[src/rtl/wr_ddr_burst_ctrl.sv]
`default_nettype none
// ============================================================================
// Module   : wr_ddr_burst_ctrl
// Purpose  : Drains the 256-bit write-FIFO read port into fixed-length AXI4
//            write bursts at frame-linear addresses; pulses frame_done per frame.
// Revision : 1.0
// ============================================================================
module wr_ddr_burst_ctrl #(
  parameter int                    ADDR_WIDTH   = 28,
  parameter int                    DATA_WIDTH   = 256,
  parameter int                    LEVEL_WIDTH  = 9,
  parameter int                    BURST_LEN    = 16,
  parameter logic [ADDR_WIDTH-1:0] BASE_ADDR    = '0,
  parameter int                    FRAME_BURSTS = 7200
) (
  input  logic                      clk,
  input  logic                      rst_n,
  input  logic                      frame_start,
  output logic                      fifo_rd_en,
  input  logic [DATA_WIDTH-1:0]     fifo_rd_data,
  input  logic                      fifo_rd_empty,
  input  logic [LEVEL_WIDTH-1:0]    fifo_rd_water_level,
  output logic [ADDR_WIDTH-1:0]     m_awaddr,
  output logic [7:0]                m_awlen,
  output logic                      m_awvalid,
  input  logic                      m_awready,
  output logic [DATA_WIDTH-1:0]     m_wdata,
  output logic [DATA_WIDTH/8-1:0]   m_wstrb,
  output logic                      m_wlast,
  output logic                      m_wvalid,
  input  logic                      m_wready,
  input  logic                      m_bvalid,
  input  logic [1:0]                m_bresp,
  output logic                      m_bready,
  output logic                      frame_done,
  output logic                      err_resp,
  output logic                      busy
);

  typedef enum logic [1:0] {
    ST_IDLE = 2'd0,
    ST_AW   = 2'd1,
    ST_W    = 2'd2,
    ST_B    = 2'd3
  } state_t;

  localparam int BCW = $clog2(BURST_LEN + 1);
  localparam int FCW = $clog2(FRAME_BURSTS + 1);
  localparam logic [BCW-1:0]         BL_C      = BCW'(BURST_LEN);
  localparam logic [BCW-1:0]         LAST_BEAT = BCW'(BURST_LEN - 1);
  localparam logic [FCW-1:0]         LAST_BRST = FCW'(FRAME_BURSTS - 1);
  localparam logic [LEVEL_WIDTH:0]   LEVEL_THR = (LEVEL_WIDTH+1)'(BURST_LEN);
  localparam logic [ADDR_WIDTH-1:0]  ADDR_STEP = ADDR_WIDTH'(BURST_LEN * (DATA_WIDTH / 8));

  state_t                  state_q, state_d;
  logic [ADDR_WIDTH-1:0]   addr_q, addr_d;
  logic [FCW-1:0]          burst_cnt_q, burst_cnt_d;
  logic                    pending_q, pending_d;
  logic                    frame_done_q, frame_done_d;
  logic                    err_q, err_d;
  logic [BCW-1:0]          req_q, req_d;
  logic [BCW-1:0]          beat_q, beat_d;
  logic                    inflight_q;

  logic [DATA_WIDTH-1:0]   sk_mem_q [2];
  logic                    sk_rd_ptr_q, sk_wr_ptr_q;
  logic [1:0]              sk_cnt_q;

  logic                    rd_en, push, pop, level_ok;
  logic [2:0]              occ;

  assign level_ok = {1'b0, fifo_rd_water_level} >= LEVEL_THR;
  assign push     = inflight_q;
  assign pop      = m_wvalid && m_wready;
  // Credit the beat leaving this cycle so a ready sink sees one beat per clock.
  assign occ      = {1'b0, sk_cnt_q} - {2'b00, pop} + {2'b00, inflight_q};
  assign rd_en    = (state_q == ST_W) && !fifo_rd_empty && (req_q < BL_C) && (occ < 3'd2);

  assign fifo_rd_en = rd_en;
  assign m_awaddr   = addr_q;
  assign m_awlen    = 8'(BURST_LEN - 1);
  assign m_awvalid  = (state_q == ST_AW);
  assign m_wstrb    = '1;
  assign m_wvalid   = (sk_cnt_q != 2'd0);
  assign m_wdata    = sk_mem_q[sk_rd_ptr_q];
  assign m_wlast    = m_wvalid && (beat_q == LAST_BEAT);
  assign m_bready   = (state_q == ST_B);
  assign frame_done = frame_done_q;
  assign err_resp   = err_q;
  assign busy       = (state_q != ST_IDLE);

  always_comb begin
    state_d      = state_q;
    addr_d       = addr_q;
    burst_cnt_d  = burst_cnt_q;
    pending_d    = pending_q;
    frame_done_d = 1'b0;
    err_d        = err_q;
    req_d        = req_q;
    beat_d       = beat_q;
    case (state_q)
      ST_IDLE: begin
        if (frame_start) begin
          addr_d      = BASE_ADDR;
          burst_cnt_d = '0;
        end
        if (level_ok && !pending_q) state_d = ST_AW;
      end
      ST_AW: begin
        if (frame_start) pending_d = 1'b1;
        if (m_awready) begin
          state_d = ST_W;
          req_d   = '0;
          beat_d  = '0;
        end
      end
      ST_W: begin
        if (frame_start) pending_d = 1'b1;
        if (rd_en) req_d = req_q + 1'b1;
        if (pop) begin
          beat_d = beat_q + 1'b1;
          if (m_wlast) state_d = ST_B;
        end
      end
      ST_B: begin
        if (m_bvalid) begin
          state_d = ST_IDLE;
          if (m_bresp != 2'b00) err_d = 1'b1;
          if (burst_cnt_q == LAST_BRST) begin
            addr_d       = BASE_ADDR;
            burst_cnt_d  = '0;
            frame_done_d = 1'b1;
          end else begin
            addr_d      = addr_q + ADDR_STEP;
            burst_cnt_d = burst_cnt_q + 1'b1;
          end
          // A restart requested during this burst overrides the normal advance.
          if (pending_q || frame_start) begin
            addr_d      = BASE_ADDR;
            burst_cnt_d = '0;
            pending_d   = 1'b0;
          end
        end else if (frame_start) begin
          pending_d = 1'b1;
        end
      end
      default: state_d = ST_IDLE;
    endcase
  end

  always_ff @(posedge clk or negedge rst_n) begin
    if (!rst_n) begin
      state_q      <= ST_IDLE;
      addr_q       <= BASE_ADDR;
      burst_cnt_q  <= '0;
      pending_q    <= 1'b0;
      frame_done_q <= 1'b0;
      err_q        <= 1'b0;
      req_q        <= '0;
      beat_q       <= '0;
      inflight_q   <= 1'b0;
    end else begin
      state_q      <= state_d;
      addr_q       <= addr_d;
      burst_cnt_q  <= burst_cnt_d;
      pending_q    <= pending_d;
      frame_done_q <= frame_done_d;
      err_q        <= err_d;
      req_q        <= req_d;
      beat_q       <= beat_d;
      inflight_q   <= rd_en;
    end
  end

  always_ff @(posedge clk or negedge rst_n) begin
    if (!rst_n) begin
      sk_mem_q[0] <= '0;
      sk_mem_q[1] <= '0;
      sk_rd_ptr_q <= 1'b0;
      sk_wr_ptr_q <= 1'b0;
      sk_cnt_q    <= 2'd0;
    end else begin
      if (push) begin
        sk_mem_q[sk_wr_ptr_q] <= fifo_rd_data;
        sk_wr_ptr_q           <= ~sk_wr_ptr_q;
      end
      if (pop) sk_rd_ptr_q <= ~sk_rd_ptr_q;
      sk_cnt_q <= sk_cnt_q + {1'b0, push} - {1'b0, pop};
    end
  end

endmodule
`default_nettype wire

[config.mk]
export PLATFORM = sky130hd
export DESIGN_NAME = wr_ddr_burst_ctrl
export DESIGN_NICKNAME = d
export VERILOG_FILES = /design/src/rtl/wr_ddr_burst_ctrl.sv
export SDC_FILE = /design/constraint.sdc
export NUM_CORES = 1
export LEC_CHECK = 0
export CORE_AREA = 3 3 235 237
export DETAILED_ROUTE_END_ITERATION = 8
export DIE_AREA = 0 0 238 240
export GPL_TIMING_DRIVEN = 0
export PLACE_DENSITY_LB_ADDON = 0.05
export SYNTH_ARGS = -nofsm -noshare
export SYNTH_HDL_FRONTEND = slang
export SYNTH_SLANG_ARGS = --single-unit
[constraint.sdc]
create_clock -name clk -period 3.2 [get_ports clk]
set_input_delay 0.8 -clock clk [delete_from_list [all_inputs] [get_ports clk]]
set_output_delay 0.8 -clock clk [all_outputs]
set_load 0.01 [all_outputs]
==> metrics.yaml, run 1 <==
routing:
  drtIter0Drc: 564
  drc_errors: 0
  wl_per_cell_um: 22.2
  viasPerCell: 5.16
  ant_nets: 0
  first_pass_iters: 7
  via_count: 16300
  wirelength_um: 70100
die:
  die_area_um2: 57100
  coreArea_um2: 53500
  die-width_um: 238
  die_y_um: 240
  ios: 606
  rows: 85
  initial_core_util_pct: 46.8
timing:
  fin_crit_sh_pct: 106
  slew_viol_final: 0
  setup_violations: 1
  slew_headroom_pct: 38.4
  timing.fmax_ghz: 0.295
  worst_slew_pin_slew_ns: 0.925
  fin_ws_ns: -0.195
  finClkSkew_ns: 0.0108
  hold_violations: 0
  rsz0062_at_grt: "yes"
  finalCriticalPeriod_ns: 3.39
  timing.hold.ws_ns: 0.259
synth:
  synth_top_cells_by_count: "771 x mux2_2, 564 x dfrtp_1, 88 x clkbuf_1"
  synth_most_common_cell: "mux2_2"
  synth_area_per_cell_um2: 14.5
  synth.top_cell.area_share_pct: 56.4
  ys_warn_count: 0
  synth_area_leader_cell: "dfrtp_1"
  ys_ff_latch: 564
  synth-edff-count: 0
  ys_types: 52
  yosysSeqAreaShare_pct: 56.4
  netlist_area_um2: 25000
  syn_inst: 1721
  synthArstFlopShare_pct: 100
  synth_area_leaders: "dfrtp_1 56%, mux2_2 35%, buf_4 1.5%"
  synthFlopType: "dfrtp_1"
pwr:
  p_sw_share_pct: 31.8
  pwr-share-seq_pct: 34.6
  vdd_drop_max_mv: 0.600
  p_leak_nw: 15.1
  p_int_mw: 23.5
  p_sw_mw: 10.9
  power_density_nw_per_um2: 1010
  clkPwrFrac_pct: 20.3
  combPwrFrac_pct: 45.1
cts:
  clk_latency_ns: 0.60
  cts_sinks: 564
  ctsRootBufferMaster: "clkbuf_16"
  clockBufferDepth: 3
  path_clk_slew_ns: 0.06
  cts_buffers: 61
  cts_tree: "done"
  htreeDepth: 2
critical_path:
  cp-end-kind: "output pin"
  required_ns: 2.40
  crit_fanout: 3
  worstSetupStartpointType: "input pin"
  path_class: "in -> out"
  r2r.worst_path.cells: 11
  cp.arrival_ns: 2.59
cells_and_area:
  fillCellCount: 4138
  drive_gt1_share_pct: 39.8
  area_growth_pct: 35.9
  nets: 2682
  fin_area_um2: 34000
grt:
  antenna_found_initial: 24
  grt_max_degree: 125
  grt_first_pass_wirelength_um: 105000
  grt_pass1_vias: 17500
  grt_overflow_total: 0
  track_usage_pct: 24.0
place:
  dpl.hpwl_um: 51500
  placed_area_um2: 31700
  io_buffers: 552
  place_congestion: 0.789
outcome:
  violations: "setup timing"
  status: "finished with violations"
run:
  cap_viol_max_count: 0
hold_path:
  hold_path.class: "in -> async"
through the flow:
stage | TNS, ns | util [%] | std cells | power (mW) | setup WS, ns
CTS | -0.326 | 63.3 | 3135 | 34.9 | -0.319
detailed placement | -65.50 | 59.3 | 3020 | 28.4 | -1.11
floorplan | 0 | - | 1768 | 20.3 | 0.144
finish | -0.195 | 63.6 | 3152 | 34.5 | -0.195
global route | -0.317 | 63.6 | 3148 | 36.4 | -0.317
global placement | - | 59.1 | 3016 | 28.0 | -23.33
final cells by class:
cell class | instances | area, µm² | share of cell area (%)
diodes | 15 | 37.5 | 0.110
plain buffers | 143 | 1050 | 3.09
clock buffers | 94 | 1830 | 5.38
clock inverters | 13 | 165 | 0.486
inverters | 11 | 41.3 | 0.121
multi-input cells | 1049 | 10300 | 30.3
flip-flops and latches | 564 | 14100 | 41.5
well taps | 696 | 871 | 2.56
repair buffers | 567 | 5580 | 16.4
power groups by stage:
stage               registers [mW]  logic [mW]  clock network (mW)
floorplan                     11.5        8.82                   0
global placement              11.9        16.1                   0
detailed placement            12.0        16.3                   0
CTS                           11.9        15.8                7.19
global route                  12.3        16.6                7.48
finish                        11.9        15.5                7.00
logic make-up (layout without fill, tap and decap cells):
| family | after synthesis | count (layout) | share of synthesized area (%) |
|---|---|---|---|
| flip-flops | 564 | 564 | 56.4 |
| multiplexers | 772 | 772 | 34.7 |
| adder cells (fa/ha/maj) | 11 | 11 | 0.580 |
| buffers and inverters | 155 | 828 | 3.12 |
| other | 2 | 64 | 0.0300 |
| AND/OR/NAND/NOR | 129 | 129 | 2.80 |
| XOR/XNOR | 8 | 8 | 0.280 |
| AO/OA/AOI/OAI | 80 | 80 | 2.05 |
timing repair:
action,in CTS,in global routing
pin swaps,5,5
endpoints found under the setup margin,257,52
hold buffers,0,0
cloned,2,0
resized for setup,263,27
buffers inserted,7,2
cell usage in the layout, fill, tap and decap left out, types with 4 or more instances in the layout:
cell type | Yosys | layout
nor2b_1 | 5 | 5
mux2_2 | 771 | 771
clkbuf_16 | 0 | 65
clkinv_2 | 0 | 9
nand3_1 | 24 | 24
and2_1 | 8 | 7
dlygate4sd2_1 | 0 | 169
and3_1 | 5 | 5
clkbuf_8 | 0 | 38
conb_1 | 2 | 49
nand2_1 | 33 | 33
dfrtp_1 | 564 | 563
nor2_1 | 13 | 13
nand2b_1 | 4 | 4
or4_1 | 11 | 11
ha_1 | 10 | 9
dlymetal6s2s_1 | 0 | 18
xor2_1 | 4 | 4
a22o_1 | 7 | 7
nand4_1 | 5 | 5
diode_2 | 0 | 15
o31ai_1 | 10 | 10
inv_1 | 11 | 10
buf_4 | 49 | 57
clkdlybuf4s50_1 | 0 | 363
clkbuf_1 | 88 | 74
buf_16 | 0 | 4
o21ai_0 | 21 | 20
buf_2 | 5 | 5
bufinv_16 | 0 | 4
a21oi_1 | 20 | 20
xnor2_1 | 4 | 4
layer usage:
layer / routed length (µm) / vias up / track usage [%]
met5: 108 / - / 0
met4: 2310 / 16 / 9.25
met3: 5360 / 118 / 8.01
met2: 34600 / 430 / 40.2
met1: 27600 / 8248 / 28.9
li1: - / 7459 / -
flip-flops by register name, indices dropped and copies added (netlist names):
register / count
state_q: 2
req_q: 5
err_resp: 1
beat_q: 5
inflight_q: 1
sk_cnt_q: 2
sk_wr_ptr_q: 1
frame_done: 1
sk_mem_q: 512
burst_cnt_q: 13
sk_rd_ptr_q: 1
pending_q: 1
m_awaddr: 19
worst max-delay path, cell delays in order:
cell           delay, ns
dlygate4sd2_1       0.25
o21a_1              0.16
nand2_1             0.07
o21ai_1             0.08
ha_2                0.19
fa_1                0.45
nor4b_2             0.27
and2_4              0.21
buf_6               0.10
path summary, 6_finish.rpt:
check                            start  slack, ns            end
setup / recovery              m_wready      -0.19     fifo_rd_en
hold / removal                   rst_n       0.26  sk_mem_q[123]
setup reg to reg           sk_cnt_q[1]       0.52       req_q[3]
hold reg to reg               err_resp       0.48       err_resp
max in group asynchronous        rst_n       1.24  sk_mem_q[224]
min in group clk              err_resp       0.48       err_resp
Power figures use the tool's default switching activity.
==> inputs of run 2 (changes only) <==
Settings changed: CORE_AREA 3 3 235 237 to 2 2 234 236, DIE_AREA 0 0 238 240 to 0 0 236 238.
==> metrics.yaml, run 2 (synthesis results as in run 1) <==
routing:
  drc_errors: 0  # unchanged
  first_pass_iters: 6  # was 7
  ant_nets: 0  # unchanged
  wirelength_um: 69600  # was 70100 µm
  drtIter0Drc: 611  # was 564
  viasPerCell: 5.20  # was 5.16
  via_count: 16400  # was 16300
  wl_per_cell_um: 22.0  # was 22.2 µm
die:
  coreArea_um2: 53500  # unchanged
  ios: 606  # unchanged
  die_y_um: 238  # was 240 µm
  rows: 85  # unchanged
  die-width_um: 236  # was 238 µm
  die_area_um2: 56200  # was 57100 µm²
  initial_core_util_pct: 46.8  # unchanged
pwr:
  vdd_drop_max_mv: 0.550  # was 0.600 mV
  p_leak_nw: 14.8  # was 15.1 nW
  power_density_nw_per_um2: 1020  # was 1010 nW/µm²
  finalPower_mw: 34.8  # was 34.5 mW
run:
  cap_viol_max_count: 0  # unchanged
place:
  placedCellCount: 3022  # was 3020
  place_congestion: 0.815  # was 0.789
  io_buffers: 552  # unchanged
  dp_slack_ns: -1.12  # was -1.11 ns
  dpl.hpwl_um: 51600  # was 51500 µm
grt:
  track_usage_pct: 24.4  # was 24.0%
  grt_first_pass_wirelength_um: 105000  # about the same
  grt_max_degree: 105  # was 125
  grt_overflow_total: 0  # unchanged
  antenna_found_initial: 21  # was 24
  grt_pass1_vias: 17700  # was 17500
timing:
  slew_headroom_pct: 38.6  # was 38.4%
  worst_slew_pin_slew_ns: 0.922  # was 0.925 ns
  rsz0062_at_grt: "yes"  # unchanged
  timing.fmax_ghz: 0.288  # was 0.295 GHz
  fin_ws_ns: -0.271  # was -0.195 ns
  slew_viol_final: 0  # unchanged
  finalCriticalPeriod_ns: 3.47  # was 3.39 ns
  timing.hold.ws_ns: 0.141  # was 0.259 ns
  setup_violations: 1  # unchanged
  fin_crit_sh_pct: 108  # was 106%
  hold_violations: 0  # unchanged
  finClkSkew_ns: 0.0106  # was 0.0108 ns
cts:
  clk_latency_ns: 0.61  # was 0.60 ns
  ctsRootBufferMaster: "clkbuf_16"  # unchanged
  cts_buffers: 60  # was 61
  cts_tree: "done"  # unchanged
  path_clk_slew_ns: 0.06  # about the same
  clockBufferDepth: 3  # unchanged
  htreeDepth: 2  # unchanged
  cts_sinks: 564  # unchanged
critical_path:
  cp_common_cell: "buf_4"
  startpoint: "m_wready"  # unchanged
  required_ns: 2.40  # about the same
  cp_cell_sequence: "dlygate4sd2_1 -> o21a_1 -> nand2_1 -> buf_4 -> buf_4 -> fa_1 -> nor4b_2 -> and2_4 -> buf_6"  # was dlygate4sd2_1 -> o21a_1 -> nand2_1 -> o21ai_1 -> ha_2 -> fa_1 -> nor4b_2 -> and2_4 -> buf_6
  cp-end-kind: "output pin"  # unchanged
  worstSetupStartpointType: "input pin"  # unchanged
  cp.arrival_ns: 2.67  # was 2.59 ns
  reg2reg_from: "inflight_q"  # was sk_cnt_q[1]
  slowest_delay_ns: 0.49  # was 0.45 ns
  path_class: "in -> out"  # unchanged
  crit_fanout: 3  # unchanged
  slowest_stage: "fa_1"  # unchanged
cells_and_area:
  area_growth_pct: 36.2  # was 35.9%
  top_register: "sk_mem_q"  # unchanged
  largest_reg_flops: 512  # unchanged
  drive_gt1_share_pct: 40.0  # was 39.8%
  final_common_cell: "mux2_2"  # unchanged
  finalCoreUtilization_pct: 63.7  # was 63.6%
  fin_cells: 3161  # was 3152
  nets: 2686  # was 2682
  final_cell_mix: "771 x mux2_2, 563 x dfrtp_1, 441 x clkdlybuf4s50_1, 100 x dlygate4sd2_1, 74 x clkbuf_1"  # was 771 x mux2_2, 563 x dfrtp_1, 363 x clkdlybuf4s50_1, 169 x dlygate4sd2_1, 74 x clkbuf_1
hold_path:
  hold_path.class: "in -> async"  # unchanged
outcome:
  status: "finished with violations"  # unchanged
  violations: "setup timing"  # unchanged
run 2: changes by cell type in the layout (fill, tap and decap cells not counted), sizes merged:
cell	change
buf	+6
clkdlybuf4s50	+78
diode	+1
clkbuf	-5
dlymetal6s2s	-9
clkinv	+6
dlygate4sd2	-69
bufinv	-1
clkinvlp	+2
run 2: area by class of cell:
type                            count  area, µm²
Multi-Input combinational cell   1049      10300
Timing Repair Buffer              572       5720
Sequential cell                   564      14100
Tap cell                          696        871
Inverter                           11       41.3
Clock buffer                       90       1780
Antenna cell                       16       40.0
Clock inverter                     20        180
Buffer                            143       1020
Fill cell                        4136      19400
run 2: worst max-delay path: cells and delay by family:
family,cells,cell delay (ns)
simple gates,3,0.60
fa+ha+maj,1,0.49
buf+inv,4,0.61
compound gates,1,0.16
run 2: timing repair:
| action | 4_1_cts | 5_1_grt |
|---|---|---|
| buffers inserted | 6 | 6 |
| pin swaps | 4 | 4 |
| gates cloned | 0 | 2 |
| setup endpoints to repair | 257 | 140 |
| hold buffers | 0 | 0 |
| endpoints found under the hold margin | 0 | 0 |
| resized for setup | 192 | 12 |
run 2: final timing paths:
check                                 to  slack (ns)  depth (start not counted)
min reg2reg                     err_resp        0.47                          1
min in group clk                err_resp        0.47                          1
min                        sk_mem_q[117]        0.14                          1
max                           fifo_rd_en       -0.27                          9
max in group asynchronous    sk_rd_ptr_q        1.44                          4
max reg2reg                sk_mem_q[276]        0.51                          5
run 2: stage by stage:
| stage | cell area (µm²) | setup TNS, ns |
|---|---|---|
| 3_3_place_gp | 31600 | - |
| 5_1_grt | 34100 | -0.465 |
| 2_1_floorplan | 25200 | 0 |
| 6_report | 34100 | -0.271 |
| 4_1_cts | 33900 | -0.242 |
| 3_5_place_dp | 31800 | -72.81 |
run 2: where the power goes:
part	switching [mW]	internal, mW
Clock	2.82	4.05
Sequential	1.55	10.4
Combinational	6.61	9.38
Total	11.0	23.8
run 2: layer usage:
| metal | part of all wire, % | vias to the layer above | GRT usage, % |
|---|---|---|---|
| met2 | 50 | 444 | 40.9 |
| met1 | 39 | 8385 | 28.8 |
| met5 | 0.099 | - | 0 |
| met4 | 3.5 | 10 | 10.2 |
| met3 | 7.8 | 131 | 7.96 |
| li1 | - | 7479 | - |
==> inputs of run 3 (changes only) <==
Settings changed: CTS_CLUSTER_DIAMETER set to 80, SKIP_CTS_REPAIR_TIMING set to 1.
==> metrics.yaml, run 3 (synthesis results as in run 1) <==
outcome:
  status: "finished with violations"  # unchanged
  violations: "setup timing"  # unchanged
critical_path:
  cp_cell_sequence: "o21a_1 -> nand2_2 -> o21ai_2 -> ha_2 -> fa_1 -> nor4b_2 -> and2_4 -> buf_6"  # was dlygate4sd2_1 -> o21a_1 -> nand2_1 -> buf_4 -> buf_4 -> fa_1 -> nor4b_2 -> and2_4 -> buf_6
  cp-end-kind: "output pin"  # unchanged
  slowest_stage: "fa_1"  # unchanged
  cp.arrival_ns: 2.66  # was 2.67 ns
  crit_buf_inv: 1  # was 4
  worstSetupStartpointType: "flop"  # was input pin
  critPathTopFamily: "adder cells"  # was buffers and inverters
  slowest_delay_ns: 0.49  # about the same
  crit_fanout: 3  # unchanged
  required_ns: 2.40  # about the same
  path_class: "reg -> out"  # was in -> out
routing:
  wl_per_cell_um: 22.0  # about the same
  drtIter0Drc: 597  # was 611
  first_pass_iters: 5  # was 6
  viasPerCell: 5.20  # about the same
  wl_met1_um: 27000  # about the same
  dr_wl_met2_um: 34400  # was 34600 µm
  ant_nets: 0  # unchanged
  dr_wl_met3_um: 5620  # was 5440 µm
  drc_errors: 0  # unchanged
  wirelength_um: 69500  # was 69600 µm
  via_count: 16400  # about the same
  dr.max_layer_used: "met5"  # unchanged
hold_path:
  hold_path.class: "in -> async"  # unchanged
run:
  cap_viol_max_count: 0  # unchanged
timing:
  fin_ws_ns: -0.258  # was -0.271 ns
  setup_violations: 1  # unchanged
  rsz0062_at_grt: "yes"  # unchanged
  timing.fmax_ghz: 0.289  # was 0.288 GHz
  slew_headroom_pct: 38.0  # was 38.6%
  hold_violations: 0  # unchanged
  finClkSkew_ns: 0.0118  # was 0.0106 ns
  finalCriticalPeriod_ns: 3.46  # was 3.47 ns
  worst_slew_pin_slew_ns: 0.930  # was 0.922 ns
  fin_crit_sh_pct: 108  # about the same
  fin_tns_setup_ns: -0.258  # was -0.271 ns
  slew_viol_final: 0  # unchanged
grt:
  antenna_found_initial: 22  # was 21
  grt_first_pass_wirelength_um: 104000  # was 105000 µm
  track_usage_pct: 24.3  # was 24.4%
  grt_pass1_vias: 17600  # was 17700
  grt_max_degree: 105  # unchanged
  grt_overflow_total: 0  # unchanged
place:
  place_congestion: 0.815  # unchanged
  dpl.hpwl_um: 51600  # unchanged
  dp_slack_ns: -1.12  # unchanged
  io_buffers: 552  # unchanged
die:
  die_area_um2: 56200  # unchanged
  die_y_um: 238  # unchanged
  coreArea_um2: 53500  # unchanged
  die-width_um: 236  # unchanged
  rows: 85  # unchanged
  ios: 606  # unchanged
  initial_core_util_pct: 46.8  # unchanged
cts:
  cts_sinks: 564  # unchanged
  clockBufferDepth: 3  # unchanged
  htreeDepth: 2  # unchanged
  clk_latency_ns: 0.61  # about the same
  cts_tree: "done"  # unchanged
  path_clk_slew_ns: 0.06  # about the same
  cts_buffers: 60  # unchanged
  ctsRootBufferMaster: "clkbuf_16"  # unchanged
cells_and_area:
  final_common_cell: "mux2_2"  # unchanged
  final_cell_mix: "771 x mux2_2, 563 x dfrtp_1, 416 x clkdlybuf4s50_1, 134 x dlymetal6s2s_1, 74 x clkbuf_1"  # was 771 x mux2_2, 563 x dfrtp_1, 441 x clkdlybuf4s50_1, 100 x dlygate4sd2_1, 74 x clkbuf_1
  drive_gt1_share_pct: 39.9  # was 40.0%
  nets: 2679  # was 2686
  area_growth_pct: 37.6  # was 36.2%
  largest_reg_flops: 512  # unchanged
  top_register: "sk_mem_q"  # unchanged
pwr:
  p_leak_nw: 15.9  # was 14.8 nW
  combPwrFrac_pct: 46.4  # was 45.9%
  vdd_drop_max_mv: 0.555  # was 0.550 mV
  clkPwrFrac_pct: 19.6  # was 19.7%
  pwr-share-seq_pct: 34.0  # was 34.3%
  power_density_nw_per_um2: 1020  # about the same
  p_sw_mw: 11.0  # about the same
  p_int_mw: 24.1  # was 23.8 mW
  p_sw_share_pct: 31.3  # was 31.6%
run 3: path summary, 6_finish.rpt:
check                            start       endpoint  slack [ns]  cells past startpoint
max                        sk_cnt_q[0]     fifo_rd_en       -0.26                      8
max reg2reg                 inflight_q  sk_mem_q[276]        0.52                      5
min reg2reg                   err_resp       err_resp        0.47                      1
min                              rst_n  sk_mem_q[117]        0.14                      1
max in group asynchronous        rst_n  sk_mem_q[226]        1.45                      4
min in group clk              err_resp       err_resp        0.47                      1
run 3: area by class of cell:
class / count / area, µm²
Fill cell: 4044 / 19100
Sequential cell: 564 / 14100
Multi-Input combinational cell: 1049 / 10300
Timing Repair Buffer: 565 / 6110
Clock buffer: 90 / 1780
Buffer: 143 / 972
Tap cell: 696 / 871
Clock inverter: 20 / 180
Antenna cell: 20 / 50.0
Inverter: 11 / 41.3
run 3: power groups by stage:
stage | Clock [mW] | Sequential [mW] | Combinational, mW
2_1_floorplan | 0 | 11.5 | 8.82
3_3_place_gp | 0 | 11.9 | 16.0
3_5_place_dp | 0 | 12.0 | 16.3
4_1_cts | 7.05 | 11.9 | 16.4
5_1_grt | 7.38 | 12.3 | 17.3
6_report | 6.87 | 12.0 | 16.3
run 3: metal layers:
metal	global-route usage, %	vias to the layer above
li1	-	7499
met1	28.7	8329
met2	40.6	446
met3	8.07	130
met4	10.4	10
met5	0	-
run 3: through the flow:
stage / instances / util [%] / hold slack, ns / total power, mW / area (µm²)
2_1_floorplan: 1768 / - / 0.454 / 20.3 / 25200
3_3_place_gp: 3016 / 59.1 / 0.458 / 27.9 / 31600
3_5_place_dp: 3022 / 59.4 / 0.462 / 28.3 / 31800
4_1_cts: 3132 / 63.0 / 0.137 / 35.4 / 33700
5_1_grt: 3148 / 64.3 / 0.166 / 37.0 / 34400
6_report: 3158 / 64.4 / 0.138 / 35.1 / 34400
